**config.mk**
```make
export PLATFORM = sky130hd
export DESIGN_NAME = iq_fifo_flat
export DESIGN_NICKNAME = d
export VERILOG_FILES = /design/src/rtl/iq_fifo_pkg.sv /design/src/rtl/iq_fifo_if.sv /design/src/rtl/iq_ram.sv /design/src/rtl/iq_fifo.sv /design/src/flat_wrapper.sv
export SDC_FILE = /design/constraint.sdc
export NUM_CORES = 1
export LEC_CHECK = 0
export CAP_MARGIN = 25
export CELL_PAD_IN_SITES_DETAIL_PLACEMENT = 1
export CELL_PAD_IN_SITES_GLOBAL_PLACEMENT = 1
export CORE_MARGIN = 5
export CORE_UTILIZATION = 55
export CTS_CLUSTER_DIAMETER = 30
export CTS_CLUSTER_SIZE = 28
export DETAILED_ROUTE_END_ITERATION = 12
export GPL_TIMING_DRIVEN = 0
export PLACE_DENSITY_LB_ADDON = 0.1
export SYNTH_ARGS = -nofsm -noshare
export SYNTH_HDL_FRONTEND = slang
export SYNTH_SLANG_ARGS = --single-unit
export TNS_END_PERCENT = 1
```
**constraint.sdc**
```tcl
create_clock -name clk_in -period 13.97 [get_ports clk_in]
set_input_delay 2.0955 -clock clk_in [delete_from_list [all_inputs] [get_ports clk_in]]
set_output_delay 2.0955 -clock clk_in [all_outputs]
set_load 0.005 [all_outputs]
```
**src/rtl/iq_fifo_pkg.sv**
```systemverilog
// Shared widths and entry-packing helper for the IF->ID instruction queue.
// Optional feature macro: IQ_PRED_EN (adds a predicted-taken column).
package iq_fifo_pkg;

   localparam int INST_W_DEF = 32;
   localparam int PC_W_DEF   = 32;

`ifdef IQ_PRED_EN
   localparam int PRED_W = 1;
`else
   localparam int PRED_W = 0;
`endif

   // Stored entry layout, LSB first: inst, pc, [pred].
   function automatic int entry_w(input int inst_w, input int pc_w);
      return inst_w + pc_w + PRED_W;
   endfunction

endpackage

```
**src/rtl/iq_fifo_if.sv**
```systemverilog
// Fetch-side and decode-side handshake bundle for iq_fifo.
// Optional feature macro: IQ_PRED_EN (pred_in/pred_out).
interface iq_fifo_if import iq_fifo_pkg::*; #(
   parameter int DEPTH  = 16,
   parameter int INST_W = INST_W_DEF,
   parameter int PC_W   = PC_W_DEF
) ();

   logic                     push;
   logic [INST_W-1:0]        inst_in;
   logic [PC_W-1:0]          pc_in;
   logic                     wr_en;
   logic                     pop;
   logic                     valid;
   logic [INST_W-1:0]        inst_out;
   logic [PC_W-1:0]          pc_out;
   logic [$clog2(DEPTH):0]   count;
`ifdef IQ_PRED_EN
   logic                     pred_in;
   logic                     pred_out;
`endif

   modport master (
`ifdef IQ_PRED_EN
      output pred_in,
      input  pred_out,
`endif
      output push, inst_in, pc_in, pop,
      input  wr_en, valid, inst_out, pc_out, count
   );

   modport slave (
`ifdef IQ_PRED_EN
      input  pred_in,
      output pred_out,
`endif
      input  push, inst_in, pc_in, pop,
      output wr_en, valid, inst_out, pc_out, count
   );

endinterface

```
**src/rtl/iq_ram.sv**
```systemverilog
// Entry storage for iq_fifo: one synchronous write port, one asynchronous read port.
// Optional feature macro: IQ_PRED_EN (only widens DATA_W via the caller).
module iq_ram #(
   parameter int DEPTH  = 16,
   parameter int ADDR_W = $clog2(DEPTH),
   parameter int DATA_W = 64
) (
   input  logic              clk_in,
   input  logic              we,
   input  logic [ADDR_W-1:0] waddr,
   input  logic [DATA_W-1:0] wdata,
   input  logic [ADDR_W-1:0] raddr,
   output logic [DATA_W-1:0] rdata
);

   logic [DATA_W-1:0] mem [DEPTH];

   // NOTE: the array has no reset; count/valid decide whether a slot is meaningful,
   // and leaving it unreset lets it map onto plain RAM.
   always_ff @(posedge clk_in) begin
      if (we) mem[waddr] <= wdata;
   end

   assign rdata = mem[raddr];

endmodule

```
**src/rtl/iq_fifo.sv**
```systemverilog
// Instruction queue between IF and ID with registered show-ahead outputs and early wr_en stall.
// Optional feature macro: IQ_PRED_EN (stores and presents a predicted-taken bit).
module iq_fifo import iq_fifo_pkg::*; #(
   parameter int DEPTH       = 16,
   parameter int ADDR_W      = $clog2(DEPTH),
   parameter int INST_W      = INST_W_DEF,
   parameter int PC_W        = PC_W_DEF,
   parameter int AFULL_SLACK = 2
) (
   input  logic      clk_in,
   input  logic      rst_in,
   input  logic      rdy_in,
   input  logic      clear,
   iq_fifo_if.slave  q
);

   localparam int CNT_W   = ADDR_W + 1;
   localparam int ENTRY_W = entry_w(INST_W, PC_W);
   localparam logic [CNT_W-1:0] DEPTH_C = CNT_W'(DEPTH);
   localparam logic [CNT_W-1:0] SLACK_C = CNT_W'(AFULL_SLACK);

   logic [ADDR_W-1:0]  head_q, tail_q, head_next, tail_next;
   logic [CNT_W-1:0]   count_q, count_next;
   logic               valid_q, wr_en_q;
   logic [ENTRY_W-1:0] out_q, out_next, wr_entry, rd_entry;
   logic               push_acc, pop_acc, bypass, ram_we;

`ifdef IQ_PRED_EN
   assign wr_entry = {q.pred_in, q.pc_in, q.inst_in};
`else
   assign wr_entry = {q.pc_in, q.inst_in};
`endif

   // NOTE: every always_comb output gets a default first so no path can infer a latch.
   always_comb begin
      push_acc   = q.push && (count_q != DEPTH_C);
      pop_acc    = q.pop && valid_q;
      head_next  = head_q;
      tail_next  = tail_q;
      if (pop_acc)  head_next = head_q + ADDR_W'(1);
      if (push_acc) tail_next = tail_q + ADDR_W'(1);
      count_next = count_q + CNT_W'(push_acc) - CNT_W'(pop_acc);
      // The new entry is the oldest survivor whenever the queue would otherwise be empty.
      bypass     = push_acc && ((count_q == '0) || ((count_q == CNT_W'(1)) && pop_acc));
      out_next   = out_q;
      if (bypass)       out_next = wr_entry;
      else if (pop_acc) out_next = rd_entry;
   end

   assign ram_we = push_acc && rdy_in && !rst_in && !clear;

   iq_ram #(
      .DEPTH  (DEPTH),
      .ADDR_W (ADDR_W),
      .DATA_W (ENTRY_W)
   ) u_ram (
      .clk_in (clk_in),
      .we     (ram_we),
      .waddr  (tail_q),
      .wdata  (wr_entry),
      .raddr  (head_next),
      .rdata  (rd_entry)
   );

   // NOTE: sequential state uses non-blocking assignments so all registers update together.
   always_ff @(posedge clk_in) begin
      if (rst_in || clear) begin
         head_q  <= '0;
         tail_q  <= '0;
         count_q <= '0;
         valid_q <= 1'b0;
         wr_en_q <= 1'b1;
         out_q   <= '0;
      end else if (rdy_in) begin
         head_q  <= head_next;
         tail_q  <= tail_next;
         count_q <= count_next;
         valid_q <= (count_next != '0);
         wr_en_q <= (DEPTH_C - count_next) > SLACK_C;
         out_q   <= out_next;
      end
   end

   assign q.wr_en    = wr_en_q;
   assign q.valid    = valid_q;
   assign q.count    = count_q;
   assign q.inst_out = out_q[INST_W-1:0];
   assign q.pc_out   = out_q[INST_W +: PC_W];
`ifdef IQ_PRED_EN
   assign q.pred_out = out_q[ENTRY_W-1];
`endif

endmodule

```
**src/flat_wrapper.sv**
```systemverilog
// flat-port wrapper written by rule: the top's interface ports become plain ports
module iq_fifo_flat import iq_fifo_pkg::*;
#(
   parameter int DEPTH       = 16,
   parameter int ADDR_W      = $clog2(DEPTH),
   parameter int INST_W      = INST_W_DEF,
   parameter int PC_W        = PC_W_DEF,
   parameter int AFULL_SLACK = 2
)
  (clk_in, rst_in, rdy_in, clear, q_push, q_inst_in, q_pc_in, q_pop, q_wr_en, q_valid, q_inst_out, q_pc_out, q_count);
  iq_fifo_if #(.DEPTH(DEPTH), .INST_W(INST_W), .PC_W(PC_W)) q_i ();
  input  logic clk_in;
  input  logic rst_in;
  input  logic rdy_in;
  input  logic clear;
  input wire logic [$bits(q_i.push)-1:0] q_push;
  input wire logic [$bits(q_i.inst_in)-1:0] q_inst_in;
  input wire logic [$bits(q_i.pc_in)-1:0] q_pc_in;
  input wire logic [$bits(q_i.pop)-1:0] q_pop;
  output wire logic [$bits(q_i.wr_en)-1:0] q_wr_en;
  output wire logic [$bits(q_i.valid)-1:0] q_valid;
  output wire logic [$bits(q_i.inst_out)-1:0] q_inst_out;
  output wire logic [$bits(q_i.pc_out)-1:0] q_pc_out;
  output wire logic [$bits(q_i.count)-1:0] q_count;
  assign q_i.push = q_push;
  assign q_i.inst_in = q_inst_in;
  assign q_i.pc_in = q_pc_in;
  assign q_i.pop = q_pop;
  assign q_wr_en = q_i.wr_en;
  assign q_valid = q_i.valid;
  assign q_inst_out = q_i.inst_out;
  assign q_pc_out = q_i.pc_out;
  assign q_count = q_i.count;
  iq_fifo #(.DEPTH(DEPTH), .ADDR_W(ADDR_W), .INST_W(INST_W), .PC_W(PC_W), .AFULL_SLACK(AFULL_SLACK)) u_core (.clk_in(clk_in), .rst_in(rst_in), .rdy_in(rdy_in), .clear(clear), .q(q_i));
endmodule
```
**Word-level counts from Yosys, hierarchy flattened**

Memories as Yosys holds them, arrays and structs flattened.
Cells that the tools add are included.

- Flip-flop bits (word level): 79
- Bits in writable memories: 1024
- Bits of input ports: 70
- Output and inout port bits: 71
- Word-level logic and storage cells: 36
- Memories: 1

Memories:

| memory | words | bits a word | rd ports | clocked after Yosys merged registers in | wr ports | RTL line | source |
|---|---|---|---|---|---|---|---|
| u_core.u_ram.mem | 16 | 64 | 1 | 0 | 1 | iq_ram.sv:16 | `logic [DATA_W-1:0] mem [DEPTH];` |

- $add $sub $neg: 5
- Magnitude comparators: 1
- Eq/ne operators: 2
- Multiplexer cells: 5
- Reduce and logical (&&, ||, !) cells: 16

Operator list:

| cell | count |
|---|---|
| 64-bit 2-to-1 mux | 2 |
| 4-bit by 1-bit adder with 4-bit output, second input constant | 2 |
| 1-bit logical AND | 7 |
| 5-bit by 1-bit adder with 5-bit output | 1 |
| 5-bit by 1-bit equality test with 1-bit output, second input constant | 1 |
| 5-bit by 2-bit greater-than comparator with 1-bit output, second input constant | 1 |
| 5-bit logical NOT | 1 |
| 5-bit inequality test, second input constant | 1 |
| 5-bit nonzero test | 1 |
| 5-bit by 1-bit subtractor with 5-bit output | 1 |
| 5-bit subtractor, first input constant | 1 |
| 4-bit 2-to-1 mux | 1 |
| 2-bit AND reduction | 2 |
| 1-bit logical NOT | 2 |
| 1-bit logical OR | 2 |
| 1-bit 2-to-1 mux | 2 |
| 2-bit nonzero test | 1 |

**Longest topological paths before layout**

- Depth in word-level cells: 7
- Mapped depth: 17
- Mapped depth without buffers: 13

**Cells and area by module**

Synthesis repeated with hierarchy kept, for this count alone.

- Cell total of the unflattened synthesis: 1993
- Area, all modules: 42607.1 sq um

By module, submodules not included:

| module | times used | cells an instance | area each (sq um) | seq. area each (sq um) |
|---|---|---|---|---|
| iq_ram | 1 | 1583 | 38300.5 | 30749.5 |
| iq_fifo | 1 | 410 | 4306.6 | 1581.5 |

**Worst setup path before layout**

Ideal clock, no wire load.

- Kind: input port to flip-flop
- From: input port rdy_in
- To: memory u_core.u_ram.mem[15][0] (enable)
- Library setup time: 0.486 ns
- Arrival time: 5.888 ns
- Required time: 13.484 ns
- Setup slack: 7.596 ns
- Stages on the path: 5
- Path buffers: 1
- Cells stage by stage: buf_2 inv_1 nor3b_1 nand2_1 nor2_1

- Cells in the longest elaborated chain, start to end: 5

Ends and longest elaborated chain:

| element | RTL line | source |
|---|---|---|
| start: declaration | flat_wrapper.sv:14 | `input logic rdy_in;` |
| 1-bit logical AND (3 in series) | iq_fifo.sv:50 | `assign ram_we = push_acc && rdy_in && !rst_in && !clear;` |
| 1-bit 2-to-1 mux | iq_ram.sv:21 | `if (we) mem[waddr] <= wdata;` |
| 1-bit 2-to-1 mux (implied by the code) | iq_ram.sv:21 |  |
| end: declaration | iq_ram.sv:16 |  |

Every way passes these cells.

**Final worst setup path**

- From: input port q_pop
- To: register u_core.wr_en_q, in the netlist u_core.q.wr_en

- Cells in the longest elaborated chain, start to end: 4

Ends and longest elaborated chain:

| element | RTL line | source |
|---|---|---|
| start: declaration | flat_wrapper.sv:19 | `input wire logic [$bits(q_i.pop)-1:0] q_pop;` |
| 1-bit logical AND | iq_fifo.sv:37 | `pop_acc = q.pop && valid_q;` |
| 5-bit by 1-bit subtractor with 5-bit output | iq_fifo.sv:42 | `count_next = count_q + CNT_W'(push_acc) - CNT_W'(pop_acc);` |
| 5-bit subtractor | iq_fifo.sv:79 | `wr_en_q <= (DEPTH_C - count_next) > SLACK_C;` |
| 5-bit by 2-bit greater-than comparator with 1-bit output | iq_fifo.sv:79 |  |
| end signal: assignment | iq_fifo.sv:79 |  |
| end: declaration | iq_fifo.sv:24 | `logic valid_q, wr_en_q;` |

Every way passes these cells.
A chain may end at the register's enable or synchronous reset.

==> metrics.log <==
INFO  metric outcome = completed
INFO  metric worst-r2r-cell-count = 17
INFO  metric synthesis.nets = 3,551
INFO  metric timing.max_slew.rel_slack = 0.218
INFO  metric ctsHtreeMaxLevel = 4
INFO  metric clockPowerShare = 0.556
INFO  metric switching_share = 0.232
INFO  metric min_tclk_post_route = 6.65 ns
INFO  metric rsz0062_at_grt = no
INFO  metric rr_endpoint = u_core.q.wr_en
INFO  metric drtIter0Drc = 5,443
INFO  metric grt_use_total = 0.386
INFO  metric drt-pass1-iter-count = 6
INFO  metric switching_power = 2.14 mW
INFO  metric syn-instance-count = 3,466
INFO  metric cp-startpoint = q_pop
INFO  metric yosysUniqueCellTypes = 60
INFO  metric finalClockSkew = 0.0251 ns
INFO  metric number_of_global_route_vias_before_repair = 40,069
INFO  metric startpoint_types = input port
INFO  metric place_ws = 6.82 ns
INFO  metric timing_max_transition_violations_final = 0
INFO  metric clk_transition_reported_paths = 0.04 ns
INFO  metric postSynthAreaPerCell = 14.2 µm²
INFO  metric post_synth_instance_area = 0.0493 mm²
INFO  metric part_of_the_cycle_the_worst_path_needs = 0.476
INFO  metric finalWorstSetupSlack = 7.32 ns
INFO  metric fp.coreArea = 0.0886 mm²
INFO  metric clock.fmax = 0.150 GHz
INFO  metric holdBufCountCts = 0
INFO  metric place.detailed.hpwl = 120 mm
INFO  metric area_growth = 22.6%
INFO  metric p_comb_frac = 0.050
INFO  metric fin_worst_hold_slack = 0.498 ns
INFO  metric worstHoldPathType = reg -> reg
INFO  metric worstPathRequired = 14.69 ns
INFO  metric cts_made_buffers = 205
INFO  metric worst-slew-pin-transition = 1.17 ns
INFO  metric maxCapViolations = 0
INFO  metric share_of_final_layout_standard_cells_stronger_than_drive_strength_1 = 0.150
INFO  metric cts_tree = done
INFO  metric floorplan.initialDensity = 0.556
INFO  metric placement_rows = 109
INFO  metric portBuffers = 139
INFO  metric power_density = 152 mW/mm²
INFO  metric arrival = 7.37 ns
INFO  metric grt-ovfl-total = 0
INFO  metric rr_startpoint = u_core.q.valid
INFO  metric worstSetupPathType = in -> reg
INFO  metric synth-async-reset-ratio = 0
INFO  metric hold_critical_path_depth = 2
INFO  metric cts_resizes = 0
INFO  metric reg2reg_slack = 8.68 ns
INFO  metric yosysSeqAreaShare = 0.655
INFO  metric chipHeight = 309 µm
INFO  metric synth_register_bits = 1,103
INFO  metric layout.core_utilization = 0.682
INFO  metric totalWireLength = 189 mm
INFO  metric multi_input_comb_area = 0.0158 mm²
INFO  metric sequentialPowerShare = 0.394
INFO  metric grt_first_pass_wirelength = 271 mm
INFO  metric finalHoldViolCount = 0
INFO  metric vias_per_cell = 7.28
INFO  metric drc_errors = 0
INFO  metric vdd_ir_drop_max = 0.000146 V
INFO  metric worst_setup_path_end_kind = register
INFO  metric leakagePower = 20.7 nW
INFO  metric grt_max_degree = 27
INFO  metric clk_root_buffer_cell = sky130_fd_sc_hd__clkbuf_16
INFO  metric place_congestion = 0.903
INFO  metric synth_flop_cell = sky130_fd_sc_hd__edfxtp_1
INFO  metric layout.area.seq = 0.0323 mm²
INFO  metric fp.dieArea = 0.0958 mm²
INFO  metric num_vias = 38,003
INFO  metric clkLatencyLatePin = 0.81 ns
INFO  metric wl_per_cell = 36.2 µm
INFO  metric synth_edf_count = 1,024
INFO  metric io_pins = 141
INFO  metric critPathCapture = u_core.q.wr_en
INFO  metric nets = 3,947
INFO  metric antenna_found_initial = 9
INFO  metric cts_max_path_buffers = 3
INFO  metric antenna_violating_nets_post_route = 0
INFO  metric fillers = 7,991
INFO  metric finalSetupTns = 0 ns
INFO  metric syn_warnings = 0
INFO  metric setup_viol = 0
INFO  metric total_internal_power = 7.07 mW
INFO  metric critPathMaxFanout = 10
INFO  metric width_of_the_chip = 309 µm
INFO  metric post-cts-setup-buffers = 0
INFO  metric clock-sinks = 1,103
[metrics by stage]
step                      instance area (µm²)  power (mW)  instances
final                                   60500        9.21       5219
after global routing                    60500        9.41       5214
after CTS                               60400        9.18       5204
after detailed placement                53300        4.12       4816
after global placement                  52200        4.10       4770
after floorplan                         49300        3.90       3466
[routing by layer]
layer / share of wire / track usage
met2: 0.48 / 0.626
met5: 0.00022 / 0
met4: 0.061 / 0.219
met1: 0.35 / 0.474
met3: 0.11 / 0.105
[worst min-delay path by stage]
stage / from / to
global placement: u_core.out_q[7] / u_core.out_q[7]
global route: u_core.out_q[5] / u_core.out_q[5]
CTS: u_core.out_q[10] / u_core.out_q[10]
floorplan: u_core.out_q[0] / u_core.out_q[0]
finish: u_core.out_q[10] / u_core.out_q[10]
detailed placement: u_core.out_q[10] / u_core.out_q[10]
[layout by cell type (no fill, tap or decap), types with 16 or more instances in the layout]
cell and instances:
sky130_fd_sc_hd__a2111oi_0 163, sky130_fd_sc_hd__a211oi_1 98, sky130_fd_sc_hd__a21oi_1 70, sky130_fd_sc_hd__and3_1 319
sky130_fd_sc_hd__buf_1 16, sky130_fd_sc_hd__buf_12 32, sky130_fd_sc_hd__buf_2 63, sky130_fd_sc_hd__bufinv_16 30
sky130_fd_sc_hd__clkbuf_1 269, sky130_fd_sc_hd__clkbuf_16 206, sky130_fd_sc_hd__clkdlybuf4s50_1 139, sky130_fd_sc_hd__clkinv_1 20
sky130_fd_sc_hd__clkinv_2 36, sky130_fd_sc_hd__clkinvlp_4 24, sky130_fd_sc_hd__dfxtp_1 79, sky130_fd_sc_hd__edfxtp_1 1024
sky130_fd_sc_hd__mux2_2 57, sky130_fd_sc_hd__mux2i_1 381, sky130_fd_sc_hd__mux4_2 66, sky130_fd_sc_hd__nand2_1 176
sky130_fd_sc_hd__nand3_1 72, sky130_fd_sc_hd__nand4_1 146, sky130_fd_sc_hd__nor2_1 27, sky130_fd_sc_hd__nor2_4 16
sky130_fd_sc_hd__o21ai_0 156, sky130_fd_sc_hd__o221ai_1 57, sky130_fd_sc_hd__or4_1 114
[Yosys cell counts (4+ instances only)]
library cell                   n  area (µm²)
sky130_fd_sc_hd__o21a_1        4        30.0
sky130_fd_sc_hd__clkbuf_1    239         897
sky130_fd_sc_hd__mux2_2       57         642
sky130_fd_sc_hd__mux4_2       66        1490
sky130_fd_sc_hd__a211o_1       7        61.3
sky130_fd_sc_hd__or4_1       114         856
sky130_fd_sc_hd__nand2_1     176         661
sky130_fd_sc_hd__o221ai_1     57         499
sky130_fd_sc_hd__buf_1        16        60.1
sky130_fd_sc_hd__dfxtp_1      79        1580
sky130_fd_sc_hd__nor2b_1       8        50.1
sky130_fd_sc_hd__o21bai_1      7        52.6
sky130_fd_sc_hd__inv_1        14        52.6
sky130_fd_sc_hd__o21ai_0     156         781
sky130_fd_sc_hd__ha_1         14         175
sky130_fd_sc_hd__a21oi_1      70         350
sky130_fd_sc_hd__xnor2_1       9        78.8
sky130_fd_sc_hd__a221oi_1      4        35.0
sky130_fd_sc_hd__edfxtp_1   1024       30700
sky130_fd_sc_hd__nor2_1       43         161
sky130_fd_sc_hd__nand3_1      72         360
sky130_fd_sc_hd__a2111oi_0   163        1430
sky130_fd_sc_hd__mux2i_1     381        3810
sky130_fd_sc_hd__nand4_1     146         913
sky130_fd_sc_hd__buf_2        63         315
sky130_fd_sc_hd__a211oi_1     99         743
sky130_fd_sc_hd__and3_1      319        2000
[kinds of logic after synthesis]
group,synth area share
simple gates,0.104
compound gates,0.0861
buf+inv,0.0276
mux,0.120
xor+xnor,0.00259
flops,0.655
fa+ha+maj,0.00396
[registers in the layout, indices dropped and copies added (netlist names)]
name,flops
u_core.q.count,5
u_core.u_ram.mem,1024
u_core.out_q,64
u_core.tail_q,4
u_core.head_q,4
u_core.q.valid,1
u_core.q.wr_en,1
[worst max-delay path: stages]
cell and delay [ns]:
sky130_fd_sc_hd__clkdlybuf4s50_1 0.54, sky130_fd_sc_hd__nand2_2 0.19, sky130_fd_sc_hd__inv_2 0.19, sky130_fd_sc_hd__buf_2 0.50, sky130_fd_sc_hd__buf_2 0.52, sky130_fd_sc_hd__clkbuf_1 0.50, sky130_fd_sc_hd__clkbuf_1 0.60, sky130_fd_sc_hd__ha_1 0.24
sky130_fd_sc_hd__inv_1 0.05, sky130_fd_sc_hd__ha_1 0.20, sky130_fd_sc_hd__fa_1 0.44, sky130_fd_sc_hd__a21oi_1 0.21, sky130_fd_sc_hd__o21bai_1 0.11, sky130_fd_sc_hd__xnor2_1 0.35, sky130_fd_sc_hd__ha_1 0.29, sky130_fd_sc_hd__o21ai_0 0.08
sky130_fd_sc_hd__nor2_1 0.07, sky130_fd_sc_hd__a21oi_1 0.17
[layout make-up]
type                       instances  area share
clock inverter                   142      0.0292
sequential                      1103       0.534
multi-input combinational       2025       0.261
antenna                           11    0.000455
inverter                          15    0.000931
timing repair buffer             189      0.0396
clock buffer                     246      0.0890
tap                             1165      0.0241
buffer                           323      0.0216
[power by group through the flow]
stage / clock network (mW) / registers [mW] / logic [mW]
finish: 5.12 / 3.63 / 0.458
global route: 5.31 / 3.63 / 0.468
CTS: 5.11 / 3.63 / 0.439
detailed placement: 0 / 3.69 / 0.427
global placement: 0 / 3.69 / 0.403
floorplan: 0 / 3.69 / 0.207
No activity file was read; power rests on OpenSTA's default activity.
